## src/rtl/delay_line.sv

```systemverilog
// Programmable integer-sample delay: outputs the PCM sample presented
// `delay` clocks earlier (0-31), through a registered output stage.
module delay_line #(
  parameter int unsigned DATA_W = 19,
  parameter int unsigned DEPTH  = 32
) (
  input  logic              clk,
  input  logic              rst,
  input  logic [4:0]        delay,
  input  logic [DATA_W-1:0] pcm_data,
  output logic [DATA_W-1:0] delayed_pcm_data
);

  localparam int unsigned IDX_W = (DEPTH > 1) ? $clog2(DEPTH) : 1;

  // hist[0] is the newest stored sample, hist[DEPTH-1] the oldest.
  logic [DATA_W-1:0] hist [DEPTH];
  logic [DATA_W-1:0] tap;
  logic [IDX_W-1:0]  tap_idx;

  // Tap select from the pre-edge history; delay 0 bypasses the history.
  always_comb begin
    tap_idx = IDX_W'(delay - 5'd1);
    tap     = pcm_data;
    if (delay != 5'd0) begin
      tap = hist[tap_idx];
    end
  end

  // History shift register and registered output, both cleared by reset.
  always_ff @(posedge clk) begin
    if (rst) begin
      for (int unsigned k = 0; k < DEPTH; k++) begin
        hist[k] <= '0;
      end
      delayed_pcm_data <= '0;
    end else begin
      hist[0] <= pcm_data;
      for (int unsigned k = 1; k < DEPTH; k++) begin
        hist[k] <= hist[k-1];
      end
      delayed_pcm_data <= tap;
    end
  end

endmodule

```

## config.mk

```make
export PLATFORM = sky130hd
export DESIGN_NAME = delay_line
export DESIGN_NICKNAME = d
export VERILOG_FILES = /design/src/rtl/delay_line.sv
export SDC_FILE = /design/constraint.sdc
export NUM_CORES = 1
export LEC_CHECK = 0
export CORE_MARGIN = 2
export CORE_UTILIZATION = 50
export DETAILED_ROUTE_END_ITERATION = 10
export DONT_BUFFER_PORTS = 1
export HOLD_SLACK_MARGIN = 0.03
export PLACE_DENSITY = 0.69
export SYNTH_ARGS = -nofsm -noshare
export SYNTH_HDL_FRONTEND = slang
export SYNTH_SLANG_ARGS = --single-unit
```

## constraint.sdc

```tcl
create_clock -name clk -period 5.63 [get_ports clk]
set_input_delay 0.2815 -clock clk [delete_from_list [all_inputs] [get_ports clk]]
set_output_delay 0.2815 -clock clk [all_outputs]
set_load 0.01 [all_outputs]
```

==> results.md <==
* Status: finished with violations
* Violated checks: max-slew violations
* Starting DRT DRC Count at 553
* Tcrit/Tclk final at 0.402
* Syn avg cell area at ~13 um2
* Critical path data required time at slightly above 6 ns
* Setup-failing EPs final at 0
* Distinct cells, synth at 26
* Setup TNS at 0 ns
* CP Capture Type: flip-flop
* Post-synthesis adder-cell area fraction at 0.000574
* DR vias at 12900
* Xor and xnor area share after synthesis at 0.00121
* Filler cell count at about 3100
* WL per Instance at 17.2 um
* Avg Vias per Cell at about 5.0
* Clk_skew at roughly 0.019 ns
* Vias in the first global route at approximately 14000
* Commonest non-fill, non-tap cell in the layout: dfxtp_1
* Crit Path Class: primary input to flip-flop
* ANT nets after route at 0
* Drt drc at 0
* Compound-gate portion of the synthesized area at 0.0243
* Initial Util at 0.506
* Hold crit path type: primary input to flip-flop
* EDFF count, synth at 0
* Pin count of the biggest net entering global routing at roughly 320
* Hold Fails Final Rpt at 0
* GRT overflow at 0
* First-pass GRT wire length at 72600 um
* Die width at approximately 210 um
* Max cap viols at 0
* Clock sink total at between 600 and 700
* P_sw at roughly 1800 uW
* Post-Synthesis Cells at between 1500 and 2000
* Row Count at 76
* Synthesized area at about 22000 um2
* CP max stage delay at about 0.75 ns
* Leakage power at about 0.011 uW
* Async SR Flop Fraction at 0
* Dpl ws at approximately 2.8 ns
* Number of H-tree levels at 2
* Flop and latch count out of synthesis at roughly 630
* Max Clock Freq at 442 MHz
* Routability cong. at 0.725
* Post-Synth Simple-Gate Area at 0.179
* Ys Warns at 0
* Half-perimeter wire length after placement at approximately 21000 um
* Min cycle time layout at 2.26 ns
* CTS Buf Count at 60
* Crit-path max FO at ~160
* CTS max path bufs at 3
* Ys flop type: dfxtp_1
* Ports at 45
* Gr usage total at 0.203
* Comb pwr share at 0.035
* Relative slew margins at -0.0486
* Seq/Total Area, Yosys at 0.576
* Reg clk slew, reported paths at ~0.07 ns
* Syn_nets at about 1700
* Post-cts hold buffer count at approximately 330
* PostCTS Resize Cnt at 0
* Area leader, netlist: dfxtp_1
* Power per cell area at between 300 and 400 nW/um2
* Port buffer count at 0
* Largest cells by area after synthesis: dfxtp_1 (58%), nor2b_1 (17%), mux4_2 (16%)
* Switching fraction of total power at 0.207
* Main combinational cell family by area after synthesis: multiplexers
* CTS tree: yes
* CORE AREA at ~43000 um2
* Peak supply drop at 0.399 mV
* Total wire length at roughly 44000 um
* Initial antenna violation count at 2
* Clock Power Share at 0.464
* Crit path cell chain: inv_1 > ha_4 > buf_12 > mux4_2 > mux2i_1 > o22a_1 > o221ai_1
* RSZ-0062 raised after global routing: false
* Drt pass-1 iters at 4
* CP arrival at between 2 and 3 ns
* Slew Limit Fails at 137
* Slowest cell on crit path: ha_4
* Ratio of cells with drive above 1 in the final layout at 0.131
* Yosys top cell area share at 0.576
* Final #Nets at around 2000
* Most frequent cells in the layout: dfxtp_1 (627), nor2b_1 (608), dlygate4sd3_1 (325), mux4_2 (152), mux2i_1 (76)
* Area Overhead vs Synth at 25.8%
* Clk root buf: clkbuf_16
* Post-synthesis mux area share at 0.193
* Sequential share of power at 0.501
* Worst-Margin Slew at between 1.5 and 2 ns
* Pint at about 7100 uW
* Die height at approximately 210 um
* Fin worst setup slack at 3.37 ns
* Startpoint Class: primary input
* Worst-Skew Late Latency at between 0.6 and 0.7 ns
* Setup Fix Bufs, Post-CTS at 0
* Die ar. at 45200 um2
==> power groups by stage <==
stage / registers [uW] / clock network [uW] / logic, uW
5_1_grt: 4470 / 4390 / 329
3_3_place_gp: 4570 / 0 / 241
6_report: 4470 / 4140 / 312
4_1_cts: 4470 / 4210 / 314
3_5_place_dp: 4570 / 0 / 241
2_1_floorplan: 4570 / 0 / 280
==> cell type report <==
| type | instances | area (um2) | share of cell area |
|---|---|---|---|
| clock buffers | 85 | 1710 | 0.0623 |
| flip-flops and latches | 627 | 12600 | 0.458 |
| clock inverters | 24 | 325 | 0.0119 |
| multi-input cells | 913 | 8720 | 0.318 |
| well taps | 585 | 732 | 0.0267 |
| repair buffers | 333 | 3350 | 0.122 |
| inverters | 3 | 11.3 | 0.000411 |
| diodes | 1 | 2.50 | 0.0000913 |
==> routing by layer <==
metal / global-route usage / part of all wire
met5: 0 / 0.00034
met3: 0.0432 / 0.045
met2: 0.353 / 0.50
met1: 0.259 / 0.43
met4: 0.0514 / 0.019
==> worst paths after layout <==
| check | startpoint | end | slack, ns | depth (start not counted) |
|---|---|---|---|---|
| setup / recovery | delay[0] | delayed_pcm_data[13] | 3.37 | 7 |
| hold reg to reg | hist[5][1] | hist[6][1] | 0.45 | 1 |
| setup reg to reg | hist[12][13] | delayed_pcm_data[13] | 4.10 | 4 |
| hold / removal | delay[4] | delayed_pcm_data[18] | 0.08 | 3 |
==> stage by stage <==
stage	std cells	power, uW	utilization	hold slack (ns)	area (um2)
global placement	2135	4810	0.513	0.394	22100
detailed placement	2135	4810	0.513	0.388	22100
CTS	2570	9000	0.636	0.0434	27400
finish	2571	8920	0.636	0.0786	27400
global route	2570	9190	0.636	0.0915	27400
floorplan	1665	4850	-	0.410	21800
==> synth_stat cells, types with 3 or more instances <==
| cell | count |
|---|---|
| buf_4 | 5 |
| inv_1 | 3 |
| nor2b_1 | 608 |
| o221ai_1 | 19 |
| clkbuf_1 | 85 |
| mux2i_1 | 76 |
| nor2_1 | 3 |
| xor2_1 | 3 |
| buf_2 | 22 |
| dfxtp_1 | 627 |
| mux4_2 | 152 |
| buf_6 | 8 |
| o22a_1 | 19 |
| nand3b_1 | 3 |
| a2bb2oi_1 | 19 |
==> registers in the layout, summed over array words and instances, names as in the netlist <==
name and cells:
delayed_pcm_data 19, hist 608
==> kinds of logic after synthesis <==
| kind of cell | after synthesis |
|---|---|
| AO/OA/AOI/OAI | 61 |
| XOR/XNOR | 3 |
| adder cells (fa/ha/maj) | 1 |
| buffers and inverters | 125 |
| flip-flops | 627 |
| multiplexers | 229 |
| AND/OR/NAND/NOR | 619 |
==> critical path, delay by kind of cell <==
family	cells	cell delay, ns
fa+ha+maj	1	0.75
mux	2	0.60
buf+inv	2	0.58
compound gates	2	0.30
Note: power is estimated with default switching activity, not from simulation.
